==> src/rtl/md_seq_controller_if.sv <==
// ID-stage decode bus between the ID stage (master) and md_seq_controller (slave).
// Carries the instruction fields in and the decoded controls / mul-div sequencing out.
interface md_seq_controller_if;
  logic       valid_in;
  logic [4:0] opcode;
  logic [2:0] fun3;
  logic [6:0] fun7;
  logic       stall_in;
  logic       flush;

  logic [2:0] imm_sel;
  logic       alu_src_b;
  logic [1:0] mem_to_reg;
  logic       jump;
  logic       branch;
  logic       inverse_branch;
  logic       pc_offset;
  logic       reg_write;
  logic       mem_rw;
  logic [2:0] rw_type;
  logic [3:0] alu_control;
  logic [2:0] md_op;
  logic       md_start;
  logic       md_done;
  logic       md_kill;
  logic       stall_out;
  logic       illegal;

  modport master (
    output valid_in, opcode, fun3, fun7, stall_in, flush,
    input  imm_sel, alu_src_b, mem_to_reg, jump, branch, inverse_branch, pc_offset,
    input  reg_write, mem_rw, rw_type, alu_control, md_op,
    input  md_start, md_done, md_kill, stall_out, illegal
  );

  modport slave (
    input  valid_in, opcode, fun3, fun7, stall_in, flush,
    output imm_sel, alu_src_b, mem_to_reg, jump, branch, inverse_branch, pc_offset,
    output reg_write, mem_rw, rw_type, alu_control, md_op,
    output md_start, md_done, md_kill, stall_out, illegal
  );
endinterface

==> src/rtl/md_seq_controller.sv <==
// ID-stage RV32IM decoder plus mul/div sequencer. Latency: decode is combinational; an M-op holds
// IF/ID for LAT+1 cycles. Backpressure: stall_in blocks a start and holds DONE. Option: MD_SEQ_STALL_CNT_EN.
module md_seq_controller #(
  parameter int MUL_LATENCY = 3,
  parameter int DIV_LATENCY = 33,
  parameter int CNT_W       = 6
) (
  input  logic              clk,
  input  logic              rst,
`ifdef MD_SEQ_STALL_CNT_EN
  output logic [31:0]       stall_cycles,
`endif
  md_seq_controller_if.slave bus
);

  typedef enum logic [2:0] {
    IMM_NONE = 3'd0,
    IMM_I    = 3'd1,
    IMM_S    = 3'd2,
    IMM_B    = 3'd3,
    IMM_U    = 3'd4,
    IMM_J    = 3'd5
  } immgen_t;

  typedef enum logic [3:0] {
    ALU_ADD  = 4'b0000,
    ALU_SLL  = 4'b0001,
    ALU_SLT  = 4'b0010,
    ALU_SLTU = 4'b0011,
    ALU_XOR  = 4'b0100,
    ALU_SRL  = 4'b0101,
    ALU_OR   = 4'b0110,
    ALU_AND  = 4'b0111,
    ALU_SUB  = 4'b1000,
    ALU_EQ   = 4'b1001,
    ALU_NE   = 4'b1010,
    ALU_LT   = 4'b1011,
    ALU_GE   = 4'b1100,
    ALU_SRA  = 4'b1101,
    ALU_LTU  = 4'b1110,
    ALU_GEU  = 4'b1111
  } alu_t;

  typedef enum logic [1:0] {
    S_IDLE = 2'd0,
    S_RUN  = 2'd1,
    S_DONE = 2'd2
  } state_t;

  localparam logic [4:0] OPC_R     = 5'b01100;
  localparam logic [4:0] OPC_I     = 5'b00100;
  localparam logic [4:0] OPC_LOAD  = 5'b00000;
  localparam logic [4:0] OPC_JALR  = 5'b11001;
  localparam logic [4:0] OPC_S     = 5'b01000;
  localparam logic [4:0] OPC_SB    = 5'b11000;
  localparam logic [4:0] OPC_JAL   = 5'b11011;
  localparam logic [4:0] OPC_LUI   = 5'b01101;
  localparam logic [4:0] OPC_AUIPC = 5'b00101;

  // Counter preload is LAT-1: the IDLE start cycle plus LAT RUN cycles give LAT+1 stall cycles.
  localparam logic [CNT_W-1:0] MUL_CNT = CNT_W'(MUL_LATENCY - 1);
  localparam logic [CNT_W-1:0] DIV_CNT = CNT_W'(DIV_LATENCY - 1);

  logic [2:0] imm_sel_d;
  logic       alu_src_b_d;
  logic [1:0] mem_to_reg_d;
  logic       jump_d;
  logic       branch_d;
  logic       inv_d;
  logic       pc_off_d;
  logic       reg_write_d;
  logic       mem_rw_d;
  logic [2:0] rw_type_d;
  logic [3:0] alu_d;
  logic [2:0] md_op_d;
  logic       m_op;
  logic       bad;

  always_comb begin
    imm_sel_d    = IMM_NONE;
    alu_src_b_d  = 1'b0;
    mem_to_reg_d = 2'd0;
    jump_d       = 1'b0;
    branch_d     = 1'b0;
    inv_d        = 1'b0;
    pc_off_d     = 1'b0;
    reg_write_d  = 1'b0;
    mem_rw_d     = 1'b0;
    rw_type_d    = 3'd0;
    alu_d        = ALU_ADD;
    md_op_d      = 3'd0;
    m_op         = 1'b0;
    bad          = 1'b0;
    case (bus.opcode)
      OPC_R: begin
        reg_write_d = 1'b1;
        case (bus.fun7)
          7'b0000000: alu_d = {1'b0, bus.fun3};
          7'b0100000: begin
            alu_d = {1'b1, bus.fun3};
            bad   = !((bus.fun3 == 3'b000) || (bus.fun3 == 3'b101));
          end
          7'b0000001: begin
            m_op    = 1'b1;
            md_op_d = bus.fun3;
          end
          default: bad = 1'b1;
        endcase
      end
      OPC_I: begin
        reg_write_d = 1'b1;
        alu_src_b_d = 1'b1;
        imm_sel_d   = IMM_I;
        alu_d       = {(bus.fun3 == 3'b101) ? bus.fun7[5] : 1'b0, bus.fun3};
      end
      OPC_LOAD: begin
        reg_write_d  = 1'b1;
        alu_src_b_d  = 1'b1;
        imm_sel_d    = IMM_I;
        rw_type_d    = bus.fun3;
        mem_to_reg_d = 2'd1;
      end
      OPC_JALR: begin
        reg_write_d  = 1'b1;
        alu_src_b_d  = 1'b1;
        imm_sel_d    = IMM_I;
        jump_d       = 1'b1;
        pc_off_d     = 1'b1;
        mem_to_reg_d = 2'd2;
      end
      OPC_S: begin
        alu_src_b_d = 1'b1;
        imm_sel_d   = IMM_S;
        mem_rw_d    = 1'b1;
        rw_type_d   = bus.fun3;
      end
      OPC_SB: begin
        imm_sel_d = IMM_B;
        branch_d  = 1'b1;
        inv_d     = bus.fun3[0];
        case (bus.fun3)
          3'b000:  alu_d = ALU_EQ;
          3'b001:  alu_d = ALU_NE;
          3'b100:  alu_d = ALU_LT;
          3'b101:  alu_d = ALU_GE;
          3'b110:  alu_d = ALU_LTU;
          3'b111:  alu_d = ALU_GEU;
          default: bad   = 1'b1;
        endcase
      end
      OPC_JAL: begin
        reg_write_d  = 1'b1;
        imm_sel_d    = IMM_J;
        jump_d       = 1'b1;
        mem_to_reg_d = 2'd2;
      end
      OPC_LUI: begin
        reg_write_d  = 1'b1;
        imm_sel_d    = IMM_U;
        alu_src_b_d  = 1'b1;
        mem_to_reg_d = 2'd3;
      end
      OPC_AUIPC: begin
        reg_write_d  = 1'b1;
        imm_sel_d    = IMM_U;
        alu_src_b_d  = 1'b1;
        mem_to_reg_d = 2'd2;
      end
      default: bad = 1'b1;
    endcase
  end

  // Anything not valid or not decodable drives all-zero controls.
  logic live;
  logic mop_live;
  assign live     = bus.valid_in & ~bad;
  assign mop_live = live & m_op;

  assign bus.illegal        = bus.valid_in & bad;
  assign bus.imm_sel        = live ? imm_sel_d    : 3'd0;
  assign bus.alu_src_b      = live & alu_src_b_d;
  assign bus.mem_to_reg     = live ? mem_to_reg_d : 2'd0;
  assign bus.jump           = live & jump_d;
  assign bus.branch         = live & branch_d;
  assign bus.inverse_branch = live & inv_d;
  assign bus.pc_offset      = live & pc_off_d;
  assign bus.reg_write      = live & reg_write_d;
  assign bus.mem_rw         = live & mem_rw_d;
  assign bus.rw_type        = live ? rw_type_d    : 3'd0;
  assign bus.alu_control    = live ? alu_d        : 4'd0;
  assign bus.md_op          = live ? md_op_d      : 3'd0;

  state_t           state;
  logic [CNT_W-1:0] cnt;
  logic             start;

  assign start = ~rst & (state == S_IDLE) & mop_live & ~bus.flush & ~bus.stall_in;

  always_ff @(posedge clk) begin
    if (rst) begin
      state <= S_IDLE;
      cnt   <= '0;
    end else begin
      case (state)
        S_IDLE: begin
          if (start) begin
            state <= S_RUN;
            cnt   <= bus.fun3[2] ? DIV_CNT : MUL_CNT;
          end
        end
        S_RUN: begin
          if (bus.flush) begin
            state <= S_IDLE;
          end else if (cnt == '0) begin
            state <= S_DONE;
          end else begin
            cnt <= cnt - 1'b1;
          end
        end
        S_DONE: begin
          // A stalled M-op keeps its result presented; flush or release both just retire to IDLE.
          if (!bus.stall_in) begin
            state <= S_IDLE;
          end
        end
        default: state <= S_IDLE;
      endcase
    end
  end

  assign bus.md_start  = start;
  assign bus.md_kill   = ~rst & (state == S_RUN) & bus.flush;
  assign bus.md_done   = ~rst & (state == S_DONE);
  assign bus.stall_out = start | (~rst & (state == S_RUN));

`ifdef MD_SEQ_STALL_CNT_EN
  always_ff @(posedge clk) begin
    if (rst) begin
      stall_cycles <= '0;
    end else if (bus.stall_out && (stall_cycles != 32'hFFFF_FFFF)) begin
      stall_cycles <= stall_cycles + 32'd1;
    end
  end
`endif

endmodule

==> src/flat_wrapper.sv <==
// flat-port wrapper written by rule: the top's interface ports become plain ports
module md_seq_controller_flat 
#(
  parameter int MUL_LATENCY = 3,
  parameter int DIV_LATENCY = 33,
  parameter int CNT_W       = 6
)
  (clk, rst, bus_valid_in, bus_opcode, bus_fun3, bus_fun7, bus_stall_in, bus_flush, bus_imm_sel, bus_alu_src_b, bus_mem_to_reg, bus_jump, bus_branch, bus_inverse_branch, bus_pc_offset, bus_reg_write, bus_mem_rw, bus_rw_type, bus_alu_control, bus_md_op, bus_md_start, bus_md_done, bus_md_kill, bus_stall_out, bus_illegal);
  md_seq_controller_if bus_i ();
  input  logic clk;
  input  logic rst;
  input wire logic [$bits(bus_i.valid_in)-1:0] bus_valid_in;
  input wire logic [$bits(bus_i.opcode)-1:0] bus_opcode;
  input wire logic [$bits(bus_i.fun3)-1:0] bus_fun3;
  input wire logic [$bits(bus_i.fun7)-1:0] bus_fun7;
  input wire logic [$bits(bus_i.stall_in)-1:0] bus_stall_in;
  input wire logic [$bits(bus_i.flush)-1:0] bus_flush;
  output wire logic [$bits(bus_i.imm_sel)-1:0] bus_imm_sel;
  output wire logic [$bits(bus_i.alu_src_b)-1:0] bus_alu_src_b;
  output wire logic [$bits(bus_i.mem_to_reg)-1:0] bus_mem_to_reg;
  output wire logic [$bits(bus_i.jump)-1:0] bus_jump;
  output wire logic [$bits(bus_i.branch)-1:0] bus_branch;
  output wire logic [$bits(bus_i.inverse_branch)-1:0] bus_inverse_branch;
  output wire logic [$bits(bus_i.pc_offset)-1:0] bus_pc_offset;
  output wire logic [$bits(bus_i.reg_write)-1:0] bus_reg_write;
  output wire logic [$bits(bus_i.mem_rw)-1:0] bus_mem_rw;
  output wire logic [$bits(bus_i.rw_type)-1:0] bus_rw_type;
  output wire logic [$bits(bus_i.alu_control)-1:0] bus_alu_control;
  output wire logic [$bits(bus_i.md_op)-1:0] bus_md_op;
  output wire logic [$bits(bus_i.md_start)-1:0] bus_md_start;
  output wire logic [$bits(bus_i.md_done)-1:0] bus_md_done;
  output wire logic [$bits(bus_i.md_kill)-1:0] bus_md_kill;
  output wire logic [$bits(bus_i.stall_out)-1:0] bus_stall_out;
  output wire logic [$bits(bus_i.illegal)-1:0] bus_illegal;
  assign bus_i.valid_in = bus_valid_in;
  assign bus_i.opcode = bus_opcode;
  assign bus_i.fun3 = bus_fun3;
  assign bus_i.fun7 = bus_fun7;
  assign bus_i.stall_in = bus_stall_in;
  assign bus_i.flush = bus_flush;
  assign bus_imm_sel = bus_i.imm_sel;
  assign bus_alu_src_b = bus_i.alu_src_b;
  assign bus_mem_to_reg = bus_i.mem_to_reg;
  assign bus_jump = bus_i.jump;
  assign bus_branch = bus_i.branch;
  assign bus_inverse_branch = bus_i.inverse_branch;
  assign bus_pc_offset = bus_i.pc_offset;
  assign bus_reg_write = bus_i.reg_write;
  assign bus_mem_rw = bus_i.mem_rw;
  assign bus_rw_type = bus_i.rw_type;
  assign bus_alu_control = bus_i.alu_control;
  assign bus_md_op = bus_i.md_op;
  assign bus_md_start = bus_i.md_start;
  assign bus_md_done = bus_i.md_done;
  assign bus_md_kill = bus_i.md_kill;
  assign bus_stall_out = bus_i.stall_out;
  assign bus_illegal = bus_i.illegal;
  md_seq_controller #(.MUL_LATENCY(MUL_LATENCY), .DIV_LATENCY(DIV_LATENCY), .CNT_W(CNT_W)) u_core (.clk(clk), .rst(rst), .bus(bus_i));
endmodule
==> config.mk <==
export PLATFORM = sky130hd
export DESIGN_NAME = md_seq_controller_flat
export DESIGN_NICKNAME = d
export VERILOG_FILES = /design/src/rtl/md_seq_controller_if.sv /design/src/rtl/md_seq_controller.sv /design/src/flat_wrapper.sv
export SDC_FILE = /design/constraint.sdc
export NUM_CORES = 1
export LEC_CHECK = 0
export ABC_AREA = 0
export CAP_MARGIN = 10
export CORE_ASPECT_RATIO = 1.25
export CORE_MARGIN = 2
export CORE_UTILIZATION = 40
export DETAILED_ROUTE_END_ITERATION = 7
export PLACE_DENSITY = 0.79
export SYNTH_ARGS = -nofsm -noshare
export SYNTH_HDL_FRONTEND = slang
export SYNTH_SLANG_ARGS = --single-unit
==> constraint.sdc <==
create_clock -name clk -period 3.55 [get_ports clk]
set_input_delay 1.065 -clock clk [delete_from_list [all_inputs] [get_ports clk]]
set_output_delay 1.065 -clock clk [all_outputs]
set_load 0.03 [all_outputs]
==> results of run 1 <==
==> synthesized netlist by cell type, types with 2 or more instances <==
cell type,instances
a21boi_0,2
a21oi_1,9
a22oi_1,3
a31o_2,2
and2_1,4
buf_2,2
clkbuf_1,6
dfxtp_1,8
ha_1,2
inv_1,7
mux2i_1,3
nand2_1,7
nand2b_1,4
nand3_1,3
nand4b_1,2
nor2_1,24
nor2b_1,3
nor3_1,9
nor3b_1,2
nor4_1,3
o211ai_1,2
o21a_1,3
o21ai_0,6
or4_1,2
xor2_1,2
==> cells by family after synthesis <==
kind of cell               share of synthesized area (%)
buffers and inverters                               7.22
muxes                                               3.09
adders and majority gates                           2.58
AOI/OAI and AO/OA                                   26.3
and+or+nand+nor                                     42.5
DFF                                                 16.5
xor gates and xnor gates                            1.80
==> what timing repair did <==
action / in CTS
cloned: 3
hold buffers: 0
pin swaps: 18
setup buffers: 10
resized for setup: 69
endpoints found under the hold margin: 0
setup endpoints to repair: 25
==> through the flow <==
step	worst slack (ns)	instances	cell area, µm²
after global placement	-0.408	247	1780
after CTS	-0.285	263	2110
after floorplan	-0.0807	141	1090
after detailed placement	-0.466	247	1780
==> impl_metrics.toml, run 1 <==
[die]
pin_count = 47
rows = 19
start_util_pct = 43.0
die-width_um = 48.1
die_height_um = 59.1

[outcome]
status = "did not finish"
haltStage = "5_1_grt"
error = "[ERROR DPL-0033] detailed placement checks failed during check placement."

[global_routing]
antenna_found_initial = 0
grt_start_max_net_pins = 13

[placement]
hpwlAfterDp_um = 2980
place_congestion = 0.803
portBuffers = 46

[logic_synthesis]
synthTopCellsByArea = "dfxtp_1 (16%), nor2_1 (9.3%), a21oi_1 (4.6%)"
ys_seq_area_share_pct = 16.5
yosys_warnings = 0
synth_top_area_cell = "dfxtp_1"
synth-seq-cells = 8
postSynth.asyncResetShare_pct = 0
syn_inst = 141
syn_avg_cell_area_um2 = 6.89
yosys.area.top_type_share_pct = 16.5
synth_nets = 163
synth-edff-count = 0
synth.distinct_cells = 46
syn-cell-area_um2 = 971
synth-main-ff-cell = "dfxtp_1"

[timing]
grt_worst_setup_endpoint = "bus_pc_offset"
worst_path_end_type = "top-level output"

[cts]
cts-buffers-inserted = 3
max-clock-path-buffers = 2
ctsRootBufferMaster = "clkbuf_4"
h-tree-depth = 1
numClockSinks = 8
==> run 2, diff against run 1 <==
CORE_AREA = 2 2 63 65   (was unset)
CORE_ASPECT_RATIO = unset   (was 1.25)
CORE_MARGIN = unset   (was 2)
CORE_UTILIZATION = unset   (was 40)
DIE_AREA = 0 0 65 67   (was unset)
PLACE_DENSITY = unset   (was 0.79)
PLACE_DENSITY_LB_ADDON = 0.15   (was unset)
==> impl_metrics.toml, run 2 <==
[outcome]
violations = "negative setup slack"
status = "finished with violations"

[cts]
ctsRootBufferMaster = "clkbuf_8"
clk_pin_slew_ns = 0.04
tritoncts = "done"
numClockSinks = 8
h-tree-depth = 1
cts-hold-fix-buffers = 0
max-clock-path-buffers = 2
cts-buffers-inserted = 3
clk-insertion-delay-late_ns = 0.24

[die]
die_area_um2 = 4360
die_height_um = 67
rows = 22
die-width_um = 65
start_util_pct = 26.9
pin_count = 47
core-area_um2 = 3610

[cells_and_area]
utilization_pct = 57.6
drive_gt1_share_pct = 52.7
largestRegisters = "u_core.cnt (6), u_core.state (2)"
antenna_cells = 0
area_delta_synth_final_pct = 114
layout.nets = 248
largest_reg_flops = 6
final_cell_mix = "buf_4 (45), buf_6 (23), nor2_4 (11)"
largest-register = "u_core.cnt"
fillers = 355
mostFrequentLayoutCell = "buf_4"

[critical_path]
cp-start-kind = "input port"
r2r_slack_ns = 1.42
rr_worst_depth = 12
critPathKind = "input port to output port"
cp.arrival_ns = 2.63
required_ns = 2.48
reg2reg_to = "u_core.cnt[5]"
worstPathMaxFanout = 4
r2r-start = "u_core.state[0]"
end_kind = "output port"

[global_routing]
grt_pass1_vias = 1451
grt_pass1_wl_um = 6320
antenna_found_initial = 0
grt_usage_pct = 18.3
grt-ovfl-total = 0
grt_start_max_net_pins = 13

[timing]
setup_violations = 19
hold_ws_ns = 0.496
clock_skew_ns = 0.00578
maxSlewViolCount = 0
worstMarginPinSlew_ns = 0.739
hold_violations = 0
rsz0062_at_grt = "true"
max-slew-margin-rel_pct = 50.4
fmax_ghz = 0.271
min_period_ns = 3.70
layout_setup_ws_ns = -0.146
fin_crit_sh_pct = 104

[pwr]
vdd_drop_max_uv = 73.1
power_mw = 0.336
leakagePower_nw = 0.861
powerDensity_nw_per_um2 = 162

[logic_synthesis]
synth-seq-cells = 8
synth-main-ff-cell = "dfxtp_1"
syn_inst = 141
synth_nets = 163
synth_common_cells = "nor2_1 (24), a21oi_1 (9), nor3_1 (9)"
yosys.area.top_type_share_pct = 16.5
syn-cell-area_um2 = 971
yosys_warnings = 0
synth.distinct_cells = 46
synthTopCellsByArea = "dfxtp_1 (16%), nor2_1 (9.3%), a21oi_1 (4.6%)"
ys_seq_area_share_pct = 16.5
postSynth.asyncResetShare_pct = 0
yosysMostFrequentCell = "nor2_1"
syn_avg_cell_area_um2 = 6.89
synth-edff-count = 0
synth_top_area_cell = "dfxtp_1"

[hold_path]
min_path_type = "register to register"
min_path_cells = 2
min-delay-start = "u_core.cnt[3]"
holdPathEnd = "u_core.cnt[3]"

[drt]
num_vias = 1381
drc = 0
detail-route-antenna-nets = 0
finalWirelength_um = 3800
dr.first_iter.drc_count = 44
dr.pass1.iters = 4
wl_per_cell_um = 14.0
avgViaCountPerCell = 5.08

[placement]
portBuffers = 46
hpwlAfterDp_um = 2820
place_congestion = 0.778

[job]
cap_violations = 0
==> run 2: cell counts after synthesis <==
Identical to the previous run, type by type.
==> run 2: cells by family after synthesis <==
kind of cell	Yosys count	share of synthesized area (%)
and+or+nand+nor	73	42.5
AOI/OAI and AO/OA	37	26.3
buffers and inverters	16	7.22
DFF	8	16.5
muxes	3	3.09
xor gates and xnor gates	2	1.80
adders and majority gates	2	2.58
==> run 2: report_power, final <==
part / total (mW) / switching (mW) / internal (mW)
sequential: 0.0902 / 0.000000585 / 0.0902
clock: 0.113 / 0.0396 / 0.0738
combinational: 0.133 / 0.0665 / 0.0663
==> run 2: repair_timing <==
action,CTS,global route
resized for setup,71,14
setup buffers,9,1
gates cloned,3,0
pin swaps,24,5
setup endpoints to repair,25,22
==> run 2: how the worst max path moves through the flow <==
stage | startpoint | to | cells after the start
after floorplan | bus_fun7[3] | bus_imm_sel[0] | 5
after global placement | bus_fun7[3] | bus_imm_sel[2] | 8
after detailed placement | bus_fun7[3] | bus_mem_rw | 8
after CTS | bus_fun7[6] | bus_jump | 9
after global routing | bus_fun7[6] | bus_mem_to_reg[1] | 9
final | bus_fun3[1] | bus_alu_control[1] | 10
==> run 2: metal layers <==
metal | vias to the layer above | routed length, µm | share of wire [%] | track usage, %
met5 | - | 0 | 0 | 0
met3 | 6 | 193 | 5.1 | 3.04
met1 | 660 | 1470 | 39 | 19.2
met4 | 0 | 46 | 1.2 | 5.85
met2 | 38 | 2090 | 55 | 36.6
li1 | 677 | - | - | -
==> run 2: final cells by class <==
| type | instances | area (µm²) | area share [%] |
|---|---|---|---|
| Multi-Input combinational cell | 117 | 951 | 45.8 |
| Timing Repair Buffer | 89 | 840 | 40.4 |
| Sequential cell | 8 | 160 | 7.71 |
| Tap cell | 48 | 60.1 | 2.89 |
| Clock buffer | 3 | 41.3 | 1.99 |
| Inverter | 7 | 26.3 | 1.26 |
==> run 2: critical path, stage by stage <==
cell and delay, ns:
dlygate4sd2_1 0.30, nand2b_4 0.10, a21oi_1 0.07, o41ai_2 0.27, buf_4 0.17, nand3_4 0.12, buf_6 0.17, buf_16 0.14
nor2_4 0.08, buf_6 0.13
==> run 2: metrics by stage <==
stage | setup slack (ns) | instances | TNS, ns | area [µm²]
after floorplan | -0.0807 | 141 | -0.395 | 1090
after global placement | -0.446 | 256 | -9.01 | 1740
after detailed placement | -0.484 | 256 | -9.60 | 1740
after CTS | -0.153 | 271 | -2.20 | 2010
after global routing | -0.216 | 272 | -3.39 | 2080
final | -0.146 | 272 | -1.95 | 2080
No activity file was read; power rests on OpenSTA's default activity.
==> run 3, diff against run 2 <==
CORE_AREA = 3 3 64 66   (was 2 2 63 65)
DIE_AREA = 0 0 67 69   (was 0 0 65 67)
SETUP_SLACK_MARGIN = 0.15   (was unset)
==> impl_metrics.toml, run 3 (synthesis results as in run 2) <==
[critical_path]
required_ns = 2.48
r2r_slack_ns = 1.68
cp-start-kind = "input port"
r2r-start = "u_core.state[1]"
rr_worst_depth = 5
cp.arrival_ns = 2.62
end_kind = "output port"
worstPathMaxFanout = 5
critPathKind = "input port to output port"
reg2reg_to = "u_core.cnt[3]"

[pwr]
powerDensity_nw_per_um2 = 157
power_mw = 0.344
clock_power_share_pct = 32.3
vdd_drop_max_uv = 82.6
seq_power_share_pct = 26.2
p_sw_mw = 0.109
power.internal_mw = 0.235
leakagePower_nw = 0.933
share_comb_of_total_power_pct = 41.5
p_sw_share_pct = 31.6

[drt]
wl_met3_um = 183
dr.first_iter.drc_count = 46
num_vias = 1424
drc = 0
dr.pass1.iters = 4
finalWirelength_um = 4070
wl_per_cell_um = 14.4
avgViaCountPerCell = 5.05
met2RoutedLength_um = 2140
wirelength_met1_um = 1700
route.top_layer_used = "met4"
detail-route-antenna-nets = 0

[timing]
hold_ws_ns = 0.504
maxSlewViolCount = 0
setup_violations = 18
layout_setup_ws_ns = -0.138
worstMarginPinSlew_ns = 0.676
min_period_ns = 3.69
fmax_ghz = 0.271
rsz0062_at_grt = "true"
hold_violations = 0
max-slew-margin-rel_pct = 54.6
fin_crit_sh_pct = 104
fin_setup_tns_ns = -1.84
clock_skew_ns = 0.00199

[cells_and_area]
largestRegisters = "u_core.cnt (6), u_core.state (2)"
stdcell_area_um2 = 2190
largest_reg_flops = 6
area_delta_synth_final_pct = 126
drive_gt1_share_pct = 58.1
largest-register = "u_core.cnt"
final_cell_mix = "buf_4 (44), buf_6 (39), nor2_4 (11)"
layout.nets = 258
antenna_cells = 0
utilization_pct = 60.4
mostFrequentLayoutCell = "buf_4"
stdcell_count = 282
fillers = 342

[hold_path]
holdPathEnd = "u_core.cnt[3]"
min-delay-start = "u_core.cnt[3]"
min_path_type = "register to register"
min_path_cells = 2

[placement]
hpwlAfterDp_um = 3040
post_dp_cell_area_um2 = 1850
place_inst = 264
place_congestion = 0.860
portBuffers = 46
place_ws_ns = -0.483

[global_routing]
grt_pass1_wl_um = 6720
grt_start_max_net_pins = 13
antenna_found_initial = 0
grt-ovfl-total = 0
grt_usage_pct = 18.0
grt_pass1_vias = 1453

[cts]
cts-buffers-inserted = 3
cts-hold-fix-buffers = 0
max-clock-path-buffers = 2
clk_pin_slew_ns = 0.04
clk-insertion-delay-late_ns = 0.23
tritoncts = "done"
h-tree-depth = 1
numClockSinks = 8
ctsRootBufferMaster = "clkbuf_8"

[outcome]
violations = "negative setup slack"
status = "finished with violations"

[die]
pin_count = 47
start_util_pct = 26.7
rows = 22
die-width_um = 67
die_area_um2 = 4620
core-area_um2 = 3630
die_height_um = 69

[job]
cap_violations = 0
[run 3: cell count changes in the layout (fill, tap and decap cells not counted), moves of 2 or more]
| cell | previous run | this run |
|---|---|---|
| a21oi_2 | 1 | 3 |
| and2_1 | 3 | 0 |
| and2_4 | 1 | 4 |
| buf_16 | 3 | 0 |
| buf_2 | 5 | 2 |
| buf_6 | 23 | 39 |
| clkbuf_2 | 0 | 2 |
| dlygate4sd2_1 | 7 | 3 |
| dlymetal6s2s_1 | 1 | 3 |
| nor3_2 | 4 | 1 |
| nor3_4 | 1 | 4 |
[run 3: timing repair]
action,CTS,global route
setup endpoints to repair,25,25
buffers inserted,10,6
gates resized for setup,73,29
pin swaps,12,16
[run 3: how the worst max path moves through the flow]
stage,startpoint,end,slack [ns],depth (start not counted)
5_1_grt,bus_fun7[4],bus_imm_sel[2],-0.23,9
3_5_place_dp,bus_fun7[3],bus_mem_rw,-0.48,8
4_1_cts,bus_fun7[6],bus_mem_rw,-0.21,8
3_3_place_gp,bus_fun7[3],bus_mem_rw,-0.46,8
6_report,bus_fun7[4],bus_imm_sel[2],-0.14,9
2_1_floorplan,bus_fun7[3],bus_alu_control[0],-0.02,6
[run 3: layout make-up]
cell class	instances	area (µm²)	share of cell area [%]
well taps	48	60.1	2.74
clock buffers	3	41.3	1.88
repair buffers	99	925	42.1
inverters	7	26.3	1.20
flip-flops and latches	8	160	7.30
multi-input cells	117	982	44.8
[run 3: layer usage]
layer	vias to the layer above	track usage (%)
met4	0	4.73
met3	4	1.79
met5	-	0
met2	42	32.4
met1	678	22.0
li1	700	-
[run 3: power groups by stage]
stage	combinational, mW	clock [mW]	sequential (mW)
floorplan	0.0552	0	0.0918
global placement	0.120	0	0.0918
detailed placement	0.121	0	0.0918
CTS	0.132	0.113	0.0902
global route	0.152	0.116	0.0901
finish	0.143	0.111	0.0902
[run 3: worst max-delay path: stages]
cell	delay, ns
buf_6	0.09
or4_4	0.55
nor2_2	0.09
a21o_1	0.17
nand3_4	0.13
buf_6	0.14
buf_6	0.12
nor3_4	0.11
buf_6	0.15
==> run 4, diff against run 3 <==
ABC_CLOCK_PERIOD_IN_PS = 3550   (was unset)
==> results of run 4 <==
Same layout as run 3: the final DEF is identical, and so are final timing and power.
